==> config.mk <==
export PLATFORM = sky130hd
export DESIGN_NAME = mem_write_buffer
export DESIGN_NICKNAME = d
export VERILOG_FILES = /design/src/rtl/mem_write_buffer_pkg.sv /design/src/rtl/mem_write_buffer_sync_fifo.sv /design/src/rtl/mem_write_buffer.sv
export SDC_FILE = /design/constraint.sdc
export NUM_CORES = 1
export LEC_CHECK = 0
export ABC_AREA = 1
export CAP_MARGIN = 20
export CELL_PAD_IN_SITES_DETAIL_PLACEMENT = 2
export CELL_PAD_IN_SITES_GLOBAL_PLACEMENT = 2
export CORE_UTILIZATION = 38
export CTS_CLUSTER_SIZE = 16
export DETAILED_ROUTE_END_ITERATION = 10
export GPL_TIMING_DRIVEN = 0
export PLACE_DENSITY = 0.89
export SLEW_MARGIN = 20
export SYNTH_ARGS = -nofsm -noshare
export SYNTH_HDL_FRONTEND = slang
export SYNTH_SLANG_ARGS = --single-unit
export TNS_END_PERCENT = 30
==> constraint.sdc <==
create_clock -name clk_i -period 10.6 [get_ports clk_i]
set_input_delay 3.18 -clock clk_i [delete_from_list [all_inputs] [get_ports clk_i]]
set_output_delay 3.18 -clock clk_i [all_outputs]
set_load 0.005 [all_outputs]
==> src/rtl/mem_write_buffer_pkg.sv <==
// rtl/mem_write_buffer_pkg.sv - shared FSM encoding and entry sizing for the posted-write buffer
package mem_write_buffer_pkg;

  typedef enum logic [1:0] {
    ST_IDLE = 2'd0,
    ST_WR   = 2'd1,
    ST_RD   = 2'd2,
    ST_RACK = 2'd3
  } wbuf_state_e;

  // One queued write is {adr, dat, sel}.
  function automatic int entry_width(input int aw, input int dw);
    return aw + dw + dw / 8;
  endfunction

endpackage

==> src/rtl/mem_write_buffer_sync_fifo.sv <==
// rtl/mem_write_buffer_sync_fifo.sv - register-array FIFO with first-word-fall-through head
module sync_fifo #(
  parameter int WIDTH = 68,
  parameter int DEPTH = 4
) (
  input  logic                       clk_i,
  input  logic                       rst_i,
  input  logic                       push,
  input  logic                       pop,
  input  logic [WIDTH-1:0]           din,
  output logic [WIDTH-1:0]           dout,
  output logic                       full,
  output logic                       empty,
  output logic [$clog2(DEPTH):0]     count
);

  localparam int PW = $clog2(DEPTH);
  localparam int CW = PW + 1;
  localparam logic [CW-1:0] FULL_CNT = CW'(DEPTH);

  logic [WIDTH-1:0] mem_q [DEPTH];
  logic [PW-1:0]    wr_ptr_q, wr_ptr_d;
  logic [PW-1:0]    rd_ptr_q, rd_ptr_d;
  logic [CW-1:0]    count_q, count_d;
  logic             push_ok, pop_ok;

  assign full    = (count_q == FULL_CNT);
  assign empty   = (count_q == '0);
  assign count   = count_q;
  assign dout    = mem_q[rd_ptr_q];
  assign push_ok = push & ~full;
  assign pop_ok  = pop & ~empty;

  // DEPTH is a power of two, so pointer overflow is the modulo wrap.
  always_comb begin
    wr_ptr_d = wr_ptr_q;
    rd_ptr_d = rd_ptr_q;
    count_d  = count_q;
    if (push_ok) wr_ptr_d = wr_ptr_q + PW'(1);
    if (pop_ok)  rd_ptr_d = rd_ptr_q + PW'(1);
    case ({push_ok, pop_ok})
      2'b10:   count_d = count_q + CW'(1);
      2'b01:   count_d = count_q - CW'(1);
      default: count_d = count_q;
    endcase
  end

  always_ff @(posedge clk_i) begin
    if (rst_i) begin
      wr_ptr_q <= '0;
      rd_ptr_q <= '0;
      count_q  <= '0;
    end else begin
      wr_ptr_q <= wr_ptr_d;
      rd_ptr_q <= rd_ptr_d;
      count_q  <= count_d;
    end
  end

  always_ff @(posedge clk_i) begin
    if (push_ok) mem_q[wr_ptr_q] <= din;
  end

endmodule

==> src/rtl/mem_write_buffer.sv <==
// rtl/mem_write_buffer.sv - posted-write buffer between the BIU master port and the memory bus switch
module mem_write_buffer
  import mem_write_buffer_pkg::*;
#(
  parameter int DEPTH = 4,
  parameter int AW    = 32,
  parameter int DW    = 32
) (
  input  logic              clk_i,
  input  logic              rst_i,
  input  logic              s_stb_i,
  input  logic              s_we_i,
  input  logic [AW-1:0]     s_adr_i,
  input  logic [DW-1:0]     s_dat_i,
  input  logic [DW/8-1:0]   s_sel_i,
  output logic [DW-1:0]     s_dat_o,
  output logic              s_ack_o,
  output logic              m_cyc_o,
  output logic              m_stb_o,
  output logic              m_we_o,
  output logic [AW-1:0]     m_adr_o,
  output logic [DW-1:0]     m_dat_o,
  output logic [DW/8-1:0]   m_sel_o,
  input  logic [DW-1:0]     m_dat_i,
  input  logic              m_ack_i,
  output logic              empty_o
);

  localparam int SW = DW / 8;
  localparam int EW = entry_width(AW, DW);
  localparam int CW = $clog2(DEPTH) + 1;

  wbuf_state_e     state_q, state_d;
  logic            m_cyc_q, m_cyc_d;
  logic            m_stb_q, m_stb_d;
  logic            m_we_q,  m_we_d;
  logic [AW-1:0]   m_adr_q, m_adr_d;
  logic [DW-1:0]   m_dat_q, m_dat_d;
  logic [SW-1:0]   m_sel_q, m_sel_d;
  logic            s_ack_q, s_ack_d;
  logic [DW-1:0]   s_dat_q, s_dat_d;

  logic [EW-1:0]   fifo_din, fifo_dout;
  logic            fifo_full, fifo_empty;
  logic [CW-1:0]   fifo_count;
  logic            push, pop;
  logic [AW-1:0]   head_adr;
  logic [DW-1:0]   head_dat;
  logic [SW-1:0]   head_sel;

  assign fifo_din = {s_adr_i, s_dat_i, s_sel_i};
  assign {head_adr, head_dat, head_sel} = fifo_dout;

  // s_ack_q blocks a second push while the master still holds stb in its ack cycle.
  assign push = s_stb_i & s_we_i & ~fifo_full & ~s_ack_q;

  sync_fifo #(
    .WIDTH (EW),
    .DEPTH (DEPTH)
  ) u_fifo (
    .clk_i (clk_i),
    .rst_i (rst_i),
    .push  (push),
    .pop   (pop),
    .din   (fifo_din),
    .dout  (fifo_dout),
    .full  (fifo_full),
    .empty (fifo_empty),
    .count (fifo_count)
  );

  always_comb begin
    state_d = state_q;
    m_cyc_d = m_cyc_q;
    m_stb_d = m_stb_q;
    m_we_d  = m_we_q;
    m_adr_d = m_adr_q;
    m_dat_d = m_dat_q;
    m_sel_d = m_sel_q;
    s_dat_d = s_dat_q;
    s_ack_d = push;
    pop     = 1'b0;

    case (state_q)
      ST_IDLE: begin
        // Queued writes always go first so a read never overtakes them.
        if (!fifo_empty) begin
          state_d = ST_WR;
          m_cyc_d = 1'b1;
          m_stb_d = 1'b1;
          m_we_d  = 1'b1;
          m_adr_d = head_adr;
          m_dat_d = head_dat;
          m_sel_d = head_sel;
        end else if (s_stb_i && !s_we_i && !s_ack_q) begin
          state_d = ST_RD;
          m_cyc_d = 1'b1;
          m_stb_d = 1'b1;
          m_we_d  = 1'b0;
          m_adr_d = s_adr_i;
          m_sel_d = s_sel_i;
        end
      end
      ST_WR: begin
        if (m_ack_i) begin
          pop     = 1'b1;
          m_cyc_d = 1'b0;
          m_stb_d = 1'b0;
          m_we_d  = 1'b0;
          state_d = ST_IDLE;
        end
      end
      ST_RD: begin
        if (m_ack_i) begin
          s_dat_d = m_dat_i;
          m_cyc_d = 1'b0;
          m_stb_d = 1'b0;
          state_d = ST_RACK;
        end
      end
      ST_RACK: begin
        s_ack_d = 1'b1;
        state_d = ST_IDLE;
      end
      default: state_d = ST_IDLE;
    endcase
  end

  always_ff @(posedge clk_i) begin
    if (rst_i) begin
      state_q <= ST_IDLE;
      m_cyc_q <= 1'b0;
      m_stb_q <= 1'b0;
      m_we_q  <= 1'b0;
      m_adr_q <= '0;
      m_dat_q <= '0;
      m_sel_q <= '0;
      s_ack_q <= 1'b0;
      s_dat_q <= '0;
    end else begin
      state_q <= state_d;
      m_cyc_q <= m_cyc_d;
      m_stb_q <= m_stb_d;
      m_we_q  <= m_we_d;
      m_adr_q <= m_adr_d;
      m_dat_q <= m_dat_d;
      m_sel_q <= m_sel_d;
      s_ack_q <= s_ack_d;
      s_dat_q <= s_dat_d;
    end
  end

  assign m_cyc_o = m_cyc_q;
  assign m_stb_o = m_stb_q;
  assign m_we_o  = m_we_q;
  assign m_adr_o = m_adr_q;
  assign m_dat_o = m_dat_q;
  assign m_sel_o = m_sel_q;
  assign s_ack_o = s_ack_q;
  assign s_dat_o = s_dat_q;
  assign empty_o = (fifo_count == '0) && (state_q == ST_IDLE);

endmodule

==> impl_metrics.py <==
metrics = {
    "status": {
        "status": "finished clean",
    },
    "job": {
        "cap_violations": 0,
    },
    "synth": {
        "ys_types": 26,
        "ys_warn_count": 0,
        "synth_xor_xnor_area_share_pct": 0,
        "syn_area_sq_um": 14900,
        "synth.area.mux_share_pct": 0,
        "synthCells": 1362,
        "avgSynthCellArea_sq_um": 11.0,
        "synth_top_family_by_area": "simple AND/OR/NAND/NOR gates",
        "synthesis.nets": 1478,
        "synth-seq-cells": 386,
        "yosys.area_share.simple_pct": 13.5,
        "synth_adder_area_share_pct": 0.972,
        "seq_area_frac_synth_pct": 70.0,
        "synth_compound_area_share_pct": 10.8,
    },
    "critical_path": {
        "end_kind": "output pin",
        "r2r_start": "u_fifo.count[0]$_SDFFE_PP0P_",
        "cp_common_cell": "buf_4",
        "crit_buf_inv": 4,
        "crit_path_start_kind": "flop",
        "critical_path_class": "reg -> out",
        "critPathArrivalTime_ns": 2.42,
        "crit_start": "u_fifo.count[0]$_SDFFE_PP0P_",
        "rr_worst_depth": 6,
        "worst_path_max_delay_cell": "clkdlybuf4s50_1",
        "r2r_end": "u_fifo.mem_q[0][11]$_DFFE_PP_",
        "path_depth": 6,
        "cp_top_family": "buffers and inverters",
        "r2r_slack_ns": 8.01,
        "critPathMaxFanout": 10,
        "critPathRequiredTime_ns": 7.42,
        "crit_chain": "inv_2 -> nand3_2 -> buf_4 -> buf_4 -> nor2_1 -> clkdlybuf4s50_1",
        "max_stage_delay_ns": 0.54,
    },
    "sta": {
        "hold_viol_final": 0,
        "tns_ns": 0,
        "skew_ns": 0.0286,
        "fin_crit_ns": 5.60,
        "rsz0062_at_grt": "no",
        "fmax_mhz": 179,
        "worst_slew_pin_slew_ns": 0.842,
        "slew_headroom_pct": 43.7,
        "setup_viol": 0,
        "fin_crit_sh_pct": 52.8,
        "drv_slew": 0,
    },
    "layout": {
        "layout.nets": 1746,
        "multi_input_area_sq_um": 3800,
        "final_common_cell": "edfxtp_1",
        "fillers": 3854,
        "syn_to_final_growth_pct": 30.0,
        "final_cell_mix": "edfxtp_1, nand2_1, clkdlybuf4s50_1, nor2_1, o21ai_0",
        "fin_cells": 2190,
        "register_area_sq_um": 10500,
        "drive_gt1_share_pct": 9.13,
    },
    "clocking": {
        "cts_buffers": 43,
        "cts_tree": "yes",
        "clkSinkCount": 386,
        "cts.repair.resized": 0,
        "clk_latency_ns": 0.58,
        "cts_root_buffer": "clkbuf_16",
        "htree_levels": 2,
        "clockBufferDepth": 3,
        "postCtsSetupBuffers": 0,
        "path_clk_slew_ns": 0.06,
        "hold_buffers": 0,
    },
    "global_route": {
        "grt_pass1_vias": 13700,
        "grt_overflow_total": 0,
        "grt.total_usage_pct": 29.1,
        "grt_first_pass_wirelength_mm": 87.9,
        "antenna_found_initial": 9,
        "grt_max_degree": 23,
    },
    "hold_path": {
        "holdPathStages": 2,
        "hp-class": "reg -> reg",
        "min_from": "s_dat_o[10]$_SDFFE_PP0P_",
        "min_to": "s_dat_o[10]$_SDFFE_PP0P_",
    },
    "power_and_ir_drop": {
        "p_seq_share_pct": 44.6,
        "swShare_pct": 29.1,
        "leakagePower_nw": 7.20,
        "pwr-share-comb_pct": 20.0,
        "p_int_mw": 2.92,
        "vdd_drop_max_uv": 149,
        "power.net_switching_mw": 1.20,
        "pwr_density_cell_nw_per_um2": 212,
        "clock_power_share_pct": 35.4,
    },
    "floorplanning": {
        "ios": 210,
        "chipHeight_um": 200,
        "core-area_sq_um": 38700,
        "row_count": 72,
        "die_area_sq_um": 40100,
        "initial_core_util_pct": 38.6,
        "fp.dieW_um": 200,
    },
    "routing": {
        "vias_per_cell": 5.44,
        "drt_iter0_drc": 758,
        "vias": 11900,
        "dr.pass1.iters": 5,
        "drcViolationCount": 0,
        "wl_per_cell_um": 26.6,
        "drt_wl_total_mm": 58.2,
        "final_antenna_net_count": 0,
    },
    "place": {
        "gp_congestion": 0.761,
        "place_inst": 2103,
        "dpl.hpwl_mm": 36.0,
        "io_buffers": 209,
    },
}
## state kept, by name, indices dropped and copies added (netlist names), named ones only
name / flops
m_adr_o: 32
m_dat_o: 32
m_sel_o: 4
m_stb_o: 1
m_we_o: 1
s_ack_o: 1
s_dat_o: 32
state_q: 2
u_fifo.count: 3
u_fifo.mem_q: 272
u_fifo.rd_ptr_q: 2
u_fifo.wr_ptr_q: 2
## layer usage
layer / vias to the layer above / global-route usage, % / wire [um]
met1: 6124 / 34.2 / 22900
met5: - / 0 / 10
li1: 5250 / - / -
met2: 406 / 52.2 / 30400
met4: 2 / 11.9 / 1870
met3: 124 / 5.13 / 2990
## area by class of cell
type / count / area share, %
diodes: 7 / 0.0902
inverters: 69 / 1.36
repair buffers: 223 / 12.6
plain buffers: 83 / 2.36
flip-flops and latches: 386 / 53.8
well taps: 518 / 3.34
clock buffers: 58 / 6.25
clock inverters: 22 / 0.606
multi-input cells: 824 / 19.6
## cell usage after synthesis
| master | number | share of area [%] |
|---|---|---|
| nand2_2 | 2 | 0.084 |
| nand2_4 | 1 | 0.075 |
| ha_1 | 10 | 0.84 |
| clkbuf_2 | 3 | 0.10 |
| clkbuf_1 | 28 | 0.70 |
| inv_1 | 64 | 1.6 |
| buf_6 | 8 | 0.60 |
| buf_4 | 11 | 0.55 |
| o21ai_1 | 34 | 1.1 |
| nand3_2 | 2 | 0.13 |
| nor2_8 | 2 | 0.27 |
| inv_4 | 2 | 0.084 |
| fa_1 | 1 | 0.13 |
| buf_2 | 33 | 1.1 |
| nand3_1 | 51 | 1.7 |
| nor2_1 | 196 | 4.9 |
| o22ai_1 | 32 | 1.3 |
| nand2_1 | 245 | 6.2 |
| nand4_2 | 1 | 0.084 |
| o21bai_1 | 2 | 0.10 |
| a21oi_1 | 105 | 3.5 |
| o21ai_0 | 139 | 4.7 |
| edfxtp_1 | 272 | 55 |
| inv_2 | 3 | 0.075 |
| dfxtp_1 | 114 | 15 |
| nand3b_1 | 1 | 0.050 |
## worst reg2reg max path, cell delays in order, from the launching register on
cell	delay (ns)
dfxtp_1	0.37
inv_2	0.12
nand3_1	0.11
nand4_2	0.38
nor2_4	0.82
buf_16	0.26
buf_12	0.21
## power groups by stage
| stage | clock [mW] | combinational (mW) | sequential [mW] |
|---|---|---|---|
| final | 1.45 | 0.824 | 1.83 |
| after global routing | 1.52 | 0.886 | 1.84 |
| after CTS | 1.47 | 0.829 | 1.83 |
| after detailed placement | 0 | 0.789 | 1.86 |
| after global placement | 0 | 0.719 | 1.85 |
| after floorplan | 0 | 0.332 | 1.85 |
## cell families (layout without fill, tap and decap cells)
group | after synthesis | after routing
compound gates | 312 | 312
fa+ha+maj | 11 | 11
simple gates | 501 | 501
buf+inv | 152 | 455
other cells | 0 | 7
flops | 386 | 386
## metrics by stage
stage / total power [mW] / worst slack [ns] / cell area (sq um) / utilization, % / hold WS (ns)
floorplan: 2.18 / 3.84 / 14900 / - / 0.433
global placement: 2.57 / 0.834 / 17700 / 45.6 / 0.449
detailed placement: 2.64 / 4.90 / 18100 / 46.6 / 0.465
CTS: 4.13 / 4.98 / 19400 / 50.1 / 0.501
global route: 4.25 / 4.92 / 19400 / 50.1 / 0.528
finish: 4.11 / 5.00 / 19400 / 50.1 / 0.497
## how the worst max path moves through the flow
stage                               endpoint
2_1_floorplan   u_fifo.mem_q[0][0]$_DFFE_PP_
3_3_place_gp   u_fifo.mem_q[3][22]$_DFFE_PP_
3_5_place_dp   u_fifo.mem_q[0][11]$_DFFE_PP_
4_1_cts                              empty_o
5_1_grt                              empty_o
6_report                             empty_o
(Power assumes the default switching activity.)
